`src/rtl/riscv_mdu_pkg.sv`:
```
// rtl/riscv_mdu_pkg.sv - shared types and constants for the MDU issue sequencer
//
// Purpose: M-extension funct3 codes, the queued request record and the
// issue FSM state encoding, shared by the FIFO, the top and the bench.
// Ports: none (package).
package riscv_mdu_pkg;

  localparam int MDU_XLEN = 64;

  localparam logic [2:0] F3_MUL    = 3'b000;
  localparam logic [2:0] F3_MULH   = 3'b001;
  localparam logic [2:0] F3_MULHSU = 3'b010;
  localparam logic [2:0] F3_MULHU  = 3'b011;
  localparam logic [2:0] F3_DIV    = 3'b100;
  localparam logic [2:0] F3_DIVU   = 3'b101;
  localparam logic [2:0] F3_REM    = 3'b110;
  localparam logic [2:0] F3_REMU   = 3'b111;

  typedef struct packed {
    logic [2:0]          funct3;
    logic                is_32bit;
    logic [MDU_XLEN-1:0] rs1;
    logic [MDU_XLEN-1:0] rs2;
    logic [4:0]          rd;
  } mdu_req_t;

  typedef enum logic [1:0] {
    IDLE  = 2'd0,
    ISSUE = 2'd1,
    WAIT  = 2'd2,
    DRAIN = 2'd3
  } mdu_issue_state_e;

endpackage

```
`src/rtl/riscv_mdu_issue_if.sv`:
```
// rtl/riscv_mdu_issue_if.sv - request, MDU and writeback signal bundle
//
// Purpose: groups the three handshakes of the MDU issue sequencer.
// Ports (signals):
//   req_*  : dispatch -> sequencer request (valid/ready)
//   mdu_*  : sequencer <-> MDU (enable pulse out, valid pulse + result in)
//   wb_*   : sequencer -> writeback result (valid/ready)
// Modports: slave = the sequencer, master = its environment.
interface riscv_mdu_issue_if #(
  parameter int XLEN = 64
);
  logic            req_valid;
  logic            req_ready;
  logic [2:0]      req_funct3;
  logic            req_is_32bit;
  logic [XLEN-1:0] req_rs1;
  logic [XLEN-1:0] req_rs2;
  logic [4:0]      req_rd;

  logic            mdu_enable;
  logic [2:0]      mdu_funct3;
  logic            mdu_is_32bit;
  logic [XLEN-1:0] mdu_rs1;
  logic [XLEN-1:0] mdu_rs2;
  logic [XLEN-1:0] mdu_result;
  logic            mdu_valid;

  logic            wb_valid;
  logic            wb_ready;
  logic [4:0]      wb_rd;
  logic [XLEN-1:0] wb_data;

  modport slave (
    input  req_valid, req_funct3, req_is_32bit, req_rs1, req_rs2, req_rd,
    output req_ready,
    output mdu_enable, mdu_funct3, mdu_is_32bit, mdu_rs1, mdu_rs2,
    input  mdu_result, mdu_valid,
    output wb_valid, wb_rd, wb_data,
    input  wb_ready
  );

  modport master (
    output req_valid, req_funct3, req_is_32bit, req_rs1, req_rs2, req_rd,
    input  req_ready,
    input  mdu_enable, mdu_funct3, mdu_is_32bit, mdu_rs1, mdu_rs2,
    output mdu_result, mdu_valid,
    input  wb_valid, wb_rd, wb_data,
    output wb_ready
  );
endinterface

```
`src/rtl/riscv_mdu_req_fifo.sv`:
```
// rtl/riscv_mdu_req_fifo.sv - DEPTH-entry FIFO of pending MDU requests
//
// Purpose: in-order buffer of mdu_req_t between dispatch and the issue FSM.
// Ports:
//   clk, rst_n    : clock, async active-low reset
//   clear         : synchronous empty (pipeline flush), beats push/pop
//   push, din     : write one entry (ignored when full)
//   pop, dout     : consume head (ignored when empty); dout = head entry
//   full, empty   : occupancy flags
module riscv_mdu_req_fifo
  import riscv_mdu_pkg::*;
#(
  parameter int DEPTH = 2
) (
  input  logic     clk,
  input  logic     rst_n,
  input  logic     clear,
  input  logic     push,
  input  mdu_req_t din,
  input  logic     pop,
  output mdu_req_t dout,
  output logic     full,
  output logic     empty
);

  localparam int PTR_W = (DEPTH > 1) ? $clog2(DEPTH) : 1;
  localparam int CNT_W = $clog2(DEPTH + 1);
  localparam logic [PTR_W-1:0] LAST = PTR_W'(DEPTH - 1);

  mdu_req_t         mem [DEPTH];
  logic [PTR_W-1:0] wr_ptr;
  logic [PTR_W-1:0] rd_ptr;
  logic [CNT_W-1:0] count;
  logic             do_push;
  logic             do_pop;

  // Pointer wrap works for non-power-of-two depths as well.
  function automatic logic [PTR_W-1:0] bump(input logic [PTR_W-1:0] p);
    return (p == LAST) ? '0 : p + PTR_W'(1);
  endfunction

  assign full    = (count == CNT_W'(DEPTH));
  assign empty   = (count == '0);
  assign do_push = push && !full;
  assign do_pop  = pop && !empty;
  assign dout    = mem[rd_ptr];

  always_ff @(posedge clk or negedge rst_n) begin
    if (!rst_n) begin
      wr_ptr <= '0;
      rd_ptr <= '0;
      count  <= '0;
    end else if (clear) begin
      wr_ptr <= '0;
      rd_ptr <= '0;
      count  <= '0;
    end else begin
      if (do_push) wr_ptr <= bump(wr_ptr);
      if (do_pop)  rd_ptr <= bump(rd_ptr);
      case ({do_push, do_pop})
        2'b10:   count <= count + CNT_W'(1);
        2'b01:   count <= count - CNT_W'(1);
        default: count <= count;
      endcase
    end
  end

  // Payload storage needs no reset; occupancy is tracked by count.
  always_ff @(posedge clk) begin
    if (do_push) mem[wr_ptr] <= din;
  end

endmodule

```
`src/rtl/riscv_mdu_issue.sv`:
```
// rtl/riscv_mdu_issue.sv - issue sequencer between dispatch and the RV64M MDU
//
// Purpose: queues M-extension requests, launches them one at a time into the
// MDU, captures the one-cycle completion pulse into a result slot presented
// to writeback, and discards an in-flight operation after a flush.
// Ports:
//   clk, rst_n : clock, async active-low reset (shared with the MDU)
//   flush      : synchronous pipeline flush
//   bus        : riscv_mdu_issue_if.slave (req_*, mdu_*, wb_* handshakes)
//   busy       : FIFO non-empty, FSM not IDLE, or result slot occupied
module riscv_mdu_issue
  import riscv_mdu_pkg::*;
#(
  parameter int XLEN  = 64,
  parameter int DEPTH = 2
) (
  input  logic              clk,
  input  logic              rst_n,
  input  logic              flush,
  riscv_mdu_issue_if.slave  bus,
  output logic              busy
);

  mdu_issue_state_e state;
  mdu_issue_state_e state_nxt;

  mdu_req_t   fifo_din;
  mdu_req_t   head;
  logic       fifo_full;
  logic       fifo_empty;
  logic       push;
  logic       pop;

  logic [4:0]      inflight_rd;
  logic            wb_valid_q;
  logic [4:0]      wb_rd_q;
  logic [XLEN-1:0] wb_data_q;

  // Requests to x0 are accepted but dropped: they have no architectural effect.
  assign push = bus.req_valid && bus.req_ready && (bus.req_rd != 5'd0);

  assign fifo_din = '{funct3:   bus.req_funct3,
                      is_32bit: bus.req_is_32bit,
                      rs1:      MDU_XLEN'(bus.req_rs1),
                      rs2:      MDU_XLEN'(bus.req_rs2),
                      rd:       bus.req_rd};

  riscv_mdu_req_fifo #(
    .DEPTH (DEPTH)
  ) u_fifo (
    .clk   (clk),
    .rst_n (rst_n),
    .clear (flush),
    .push  (push),
    .din   (fifo_din),
    .pop   (pop),
    .dout  (head),
    .full  (fifo_full),
    .empty (fifo_empty)
  );

  always_ff @(posedge clk or negedge rst_n) begin
    if (!rst_n) state <= IDLE;
    else        state <= state_nxt;
  end

  always_comb begin
    state_nxt = state;
    case (state)
      // Issue only into an empty result slot so a completion is never lost.
      IDLE:  if (!fifo_empty && !wb_valid_q && !flush) state_nxt = ISSUE;
      ISSUE: state_nxt = flush ? DRAIN : WAIT;
      // A completion arriving with the flush ends the op here; waiting in
      // DRAIN for a second pulse would hang.
      WAIT: begin
        if (bus.mdu_valid) state_nxt = IDLE;
        else if (flush)    state_nxt = DRAIN;
      end
      DRAIN: if (bus.mdu_valid) state_nxt = IDLE;
      default: state_nxt = IDLE;
    endcase
  end

  always_comb begin
    bus.mdu_enable   = 1'b0;
    bus.mdu_funct3   = '0;
    bus.mdu_is_32bit = 1'b0;
    bus.mdu_rs1      = '0;
    bus.mdu_rs2      = '0;
    pop              = 1'b0;
    if (state == ISSUE) begin
      bus.mdu_enable   = 1'b1;
      bus.mdu_funct3   = head.funct3;
      bus.mdu_is_32bit = head.is_32bit;
      bus.mdu_rs1      = XLEN'(head.rs1);
      bus.mdu_rs2      = XLEN'(head.rs2);
      pop              = 1'b1;
    end
    bus.req_ready = !fifo_full && (state != DRAIN) && !flush;
  end

  always_ff @(posedge clk or negedge rst_n) begin
    if (!rst_n) begin
      inflight_rd <= '0;
      wb_valid_q  <= 1'b0;
      wb_rd_q     <= '0;
      wb_data_q   <= '0;
    end else begin
      if (state == ISSUE) inflight_rd <= head.rd;
      // Flush drops the slot; a handshake in that cycle already delivered it.
      if (flush) begin
        wb_valid_q <= 1'b0;
      end else if (state == WAIT && bus.mdu_valid) begin
        wb_valid_q <= 1'b1;
        wb_rd_q    <= inflight_rd;
        wb_data_q  <= bus.mdu_result;
      end else if (wb_valid_q && bus.wb_ready) begin
        wb_valid_q <= 1'b0;
      end
    end
  end

  assign bus.wb_valid = wb_valid_q;
  assign bus.wb_rd    = wb_rd_q;
  assign bus.wb_data  = wb_data_q;

  assign busy = !fifo_empty || (state != IDLE) || wb_valid_q;

endmodule
```
`src/flat_wrapper.sv`:
```
// flat-port wrapper written by rule: the top's interface ports become plain ports
module riscv_mdu_issue_flat import riscv_mdu_pkg::*;
#(
  parameter int XLEN  = 64,
  parameter int DEPTH = 2
)
  (clk, rst_n, flush, busy, bus_req_valid, bus_req_funct3, bus_req_is_32bit, bus_req_rs1, bus_req_rs2, bus_req_rd, bus_req_ready, bus_mdu_enable, bus_mdu_funct3, bus_mdu_is_32bit, bus_mdu_rs1, bus_mdu_rs2, bus_mdu_result, bus_mdu_valid, bus_wb_valid, bus_wb_rd, bus_wb_data, bus_wb_ready);
  riscv_mdu_issue_if #(.XLEN(XLEN)) bus_i ();
  input  logic clk;
  input  logic rst_n;
  input  logic flush;
  output logic busy;
  input wire logic [$bits(bus_i.req_valid)-1:0] bus_req_valid;
  input wire logic [$bits(bus_i.req_funct3)-1:0] bus_req_funct3;
  input wire logic [$bits(bus_i.req_is_32bit)-1:0] bus_req_is_32bit;
  input wire logic [$bits(bus_i.req_rs1)-1:0] bus_req_rs1;
  input wire logic [$bits(bus_i.req_rs2)-1:0] bus_req_rs2;
  input wire logic [$bits(bus_i.req_rd)-1:0] bus_req_rd;
  output wire logic [$bits(bus_i.req_ready)-1:0] bus_req_ready;
  output wire logic [$bits(bus_i.mdu_enable)-1:0] bus_mdu_enable;
  output wire logic [$bits(bus_i.mdu_funct3)-1:0] bus_mdu_funct3;
  output wire logic [$bits(bus_i.mdu_is_32bit)-1:0] bus_mdu_is_32bit;
  output wire logic [$bits(bus_i.mdu_rs1)-1:0] bus_mdu_rs1;
  output wire logic [$bits(bus_i.mdu_rs2)-1:0] bus_mdu_rs2;
  input wire logic [$bits(bus_i.mdu_result)-1:0] bus_mdu_result;
  input wire logic [$bits(bus_i.mdu_valid)-1:0] bus_mdu_valid;
  output wire logic [$bits(bus_i.wb_valid)-1:0] bus_wb_valid;
  output wire logic [$bits(bus_i.wb_rd)-1:0] bus_wb_rd;
  output wire logic [$bits(bus_i.wb_data)-1:0] bus_wb_data;
  input wire logic [$bits(bus_i.wb_ready)-1:0] bus_wb_ready;
  assign bus_i.req_valid = bus_req_valid;
  assign bus_i.req_funct3 = bus_req_funct3;
  assign bus_i.req_is_32bit = bus_req_is_32bit;
  assign bus_i.req_rs1 = bus_req_rs1;
  assign bus_i.req_rs2 = bus_req_rs2;
  assign bus_i.req_rd = bus_req_rd;
  assign bus_req_ready = bus_i.req_ready;
  assign bus_mdu_enable = bus_i.mdu_enable;
  assign bus_mdu_funct3 = bus_i.mdu_funct3;
  assign bus_mdu_is_32bit = bus_i.mdu_is_32bit;
  assign bus_mdu_rs1 = bus_i.mdu_rs1;
  assign bus_mdu_rs2 = bus_i.mdu_rs2;
  assign bus_i.mdu_result = bus_mdu_result;
  assign bus_i.mdu_valid = bus_mdu_valid;
  assign bus_wb_valid = bus_i.wb_valid;
  assign bus_wb_rd = bus_i.wb_rd;
  assign bus_wb_data = bus_i.wb_data;
  assign bus_i.wb_ready = bus_wb_ready;
  riscv_mdu_issue #(.XLEN(XLEN), .DEPTH(DEPTH)) u_core (.clk(clk), .rst_n(rst_n), .flush(flush), .bus(bus_i), .busy(busy));
endmodule
```
`config.mk`:
```
export PLATFORM = sky130hd
export DESIGN_NAME = riscv_mdu_issue_flat
export DESIGN_NICKNAME = d
export VERILOG_FILES = /design/src/rtl/riscv_mdu_pkg.sv /design/src/rtl/riscv_mdu_issue_if.sv /design/src/rtl/riscv_mdu_req_fifo.sv /design/src/rtl/riscv_mdu_issue.sv /design/src/flat_wrapper.sv
export SDC_FILE = /design/constraint.sdc
export NUM_CORES = 1
export LEC_CHECK = 0
export CORE_UTILIZATION = 47
export DETAILED_ROUTE_END_ITERATION = 7
export PLACE_DENSITY = 0.8
export SETUP_SLACK_MARGIN = 0.2
export SYNTH_ARGS = -nofsm -noshare
export SYNTH_HDL_FRONTEND = slang
export SYNTH_SLANG_ARGS = --single-unit
```
`constraint.sdc`:
```
create_clock -name clk -period 8.46 [get_ports clk]
set_clock_uncertainty 0.2 [all_clocks]
set_input_delay 0.846 -clock clk [delete_from_list [all_inputs] [get_ports clk]]
set_output_delay 0.846 -clock clk [all_outputs]
set_load 0.005 [all_outputs]
```
==> impl_metrics.ini <==
[timing]
tns_ns = 0
rsz0062_at_grt = false
worst_pin_slew_ns = 1.068
hold_violations = 0
final.period_utilization_pct = 52.30
layout_min_cycle_time_ns = 4.424
maxSlewHeadroom_pct = 28.82
finalMaxSlewViolations = 0
setup_violations = 0
clock.fmax_mhz = 226.0

[clocking]
hold_buffers = 0
cts_tree = built
cts_root_buf = clkbuf_16
cts_made_buffers = 37
clock-sinks = 355
path_clk_slew_ns = 0.06
ctsResizeCount = 0
htree_levels = 2
post_cts_buffers = 0
clock_path_buffers = 3
clock_latency_ns = 0.51

[cells_and_area]
final_cells = 1604
num-nets-final = 1402
post-route-util_pct = 68.26
syn2layout_area_growth_pct = 42.44
final_area_sq_mm = 0.01902
drive_above_1_share_pct = 10.23

[power]
p_leak_nw = 6.483
finalPower_mw = 5.445
p_comb_share_pct = 27.4
switching_share_pct = 25.57
pwr-share-clk_pct = 29.0
p_sw_mw = 1.393
seq_power_share_pct = 43.6
p_int_mw = 4.053
p_per_area_mw_per_mm2 = 286.4
irDropWorstVdd_mv = 0.2064

[global_route]
grt_util_all_layers_pct = 21.17
grt_pass1_vias = 8312
grt_pass1_wl_microns = 46060
grt_max_degree = 93
grt-ovfl-total = 0
antenna_found_initial = 5

[die]
core_sq_mm = 0.02786
dieArea_sq_mm = 0.02908
io_pins = 412
die_h_microns = 170.5
die_width_microns = 170.5
rows = 61
initial_utilization_pct = 47.92

[logic_synthesis]
syn-num-nets = 987
seq_area_frac_synth_pct = 76.81
syn_avg_cell_area_sq_um = 17.12
ys_ff_latch = 355
ys_warn_count = 0
synthCells = 780
synth_largest_area_cell = edfxtp_1
synth_top_area_share_pct = 61.63
synth_area_leaders = edfxtp_1 62%, dfrtp_1 15%, mux2i_1 10%
mappedNetlistArea_sq_mm = 0.01335
ys_types = 28

[place]
numPlacedInstances = 1534
port_buffers = 411
gp_congestion = 0.7305
dpl_cell_area_sq_mm = 0.01783
dp_hpwl_microns = 21190

[drt]
antenna_left = 0
vias = 8013
vias_per_cell = 4.996
routed_wl_microns = 31530
wire_per_inst_microns = 19.66
dr.pass1.iters = 4
first_iter_violations = 424
drc_errors = 0

[critical_path]
crit_path_end_kind = primary output
path_class = reg -> out
worstSetupStartpointType = flip-flop
required_ns = 7.41
cp_max_fo = 62
critPathArrivalTime_ns = 3.38

[min_path]
hold_path.class = reg -> reg

[job]
cap_viol_max_count = 0

[run_status]
status = complete, no violations
==> kinds of logic (layout without fill, tap and decap cells) <==
kind of cell	after synthesis	after routing	share of synthesized area, %
buffers and inverters	43	485	1.415
multiplexers	207	207	16.17
flip-flops	355	355	76.81
other	0	4	0
AO/OA/AOI/OAI	18	18	0.8529
AND/OR/NAND/NOR	157	157	4.752
==> flip-flops by register name, indices dropped and copies added (netlist names) <==
name                  cells
u_core.bus.wb_data       64
u_core.bus.wb_rd          5
u_core.u_fifo.count       2
u_core.u_fifo.rd_ptr      1
u_core.bus.wb_valid       1
u_core.u_fifo.mem       274
u_core.u_fifo.wr_ptr      1
u_core.state              2
u_core.inflight_rd        5
==> power groups by stage <==
stage	logic (mW)	registers [mW]	clock network (mW)
after floorplan	0.596	2.40	0
after detailed placement	1.51	2.41	0
after CTS	1.52	2.38	1.61
after global routing	1.61	2.41	1.67
final	1.49	2.37	1.58
after global placement	1.49	2.39	0
==> worst max-delay path: stages (launching register included) <==
cell and delay (ns):
dfrtp_4 0.89, buf_4 0.94, mux2i_1 0.17, nor2_1 0.25, clkdlybuf4s50_1 0.57
==> path summary, 6_finish.rpt <==
path	from	endpoint	slack [ns]	cells after the start
max in group asynchronous	rst_n	u_core.u_fifo.rd_ptr$_DFFE_PN0P_	6.98	1
min in group asynchronous	rst_n	u_core.bus.wb_rd[0]$_DFFE_PN0P_	0.29	1
setup reg to reg	u_core.state[0]$_DFFE_PN0P_	u_core.u_fifo.mem[1][74]$_DFFE_PP_	5.11	4
hold reg to reg	u_core.inflight_rd[1]$_DFFE_PN0P_	u_core.inflight_rd[1]$_DFFE_PN0P_	0.28	2
setup / recovery	u_core.u_fifo.rd_ptr$_DFFE_PN0P_	bus_mdu_rs1[5]	4.04	4
hold / removal	u_core.inflight_rd[1]$_DFFE_PN0P_	u_core.inflight_rd[1]$_DFFE_PN0P_	0.28	2
==> cells in the final DEF, fill, tap and decap left out, types with 3 or more instances in the layout <==
master,instances
o21ai_0,7
bufinv_16,3
nand2b_1,3
nand2_1,7
clkdlybuf4s50_1,410
mux2_1,7
mux2_2,62
buf_4,8
clkinv_1,7
dfrtp_1,80
diode_2,4
clkbuf_16,39
clkbuf_1,12
a21oi_1,5
edfxtp_1,274
nor2_1,136
mux2i_1,138
==> Yosys cell counts (all sizes together) <==
cell       n
edfxtp   274
mux2i    138
nor2     137
dfrtp     81
mux2      69
buf       22
clkbuf    20
nand2      7
o21ai      7
a21oi      5
nand2b     4
and3       2
a2111oi    1
a211oi     1
a21o       1
and4b      1
inv        1
nand3b     1
nor2b      1
nor3b      1
nor4       1
o21a       1
o22ai      1
o32ai      1
or3        1
or4        1
==> cell type report <==
cell class,instances,area [sq um]
Sequential cell,355,10260
Fill cell,1884,8842
Timing Repair Buffer,418,4164
Multi-Input combinational cell,382,2927
Clock buffer,52,1035
Tap cell,378,473.0
Clock inverter,14,145.1
Antenna cell,4,10.01
Inverter,1,3.754
==> routing by layer <==
layer	GRT usage [%]	vias up	part of all wire (%)
met2	38.07	345	52
met1	22.25	3887	35
met5	0	-	0.086
met3	8.559	58	10
met4	7.325	4	2.6
li1	-	3719	-
==> metrics by stage <==
| stage | hold WS, ns | setup slack [ns] |
|---|---|---|
| global placement | 0.2637 | 4.182 |
| floorplan | 0.2444 | 0.4604 |
| CTS | 0.2792 | 3.975 |
| finish | 0.2760 | 4.036 |
| global route | 0.3116 | 3.852 |
| detailed placement | 0.2679 | 4.148 |
(Power assumes the default switching activity.)
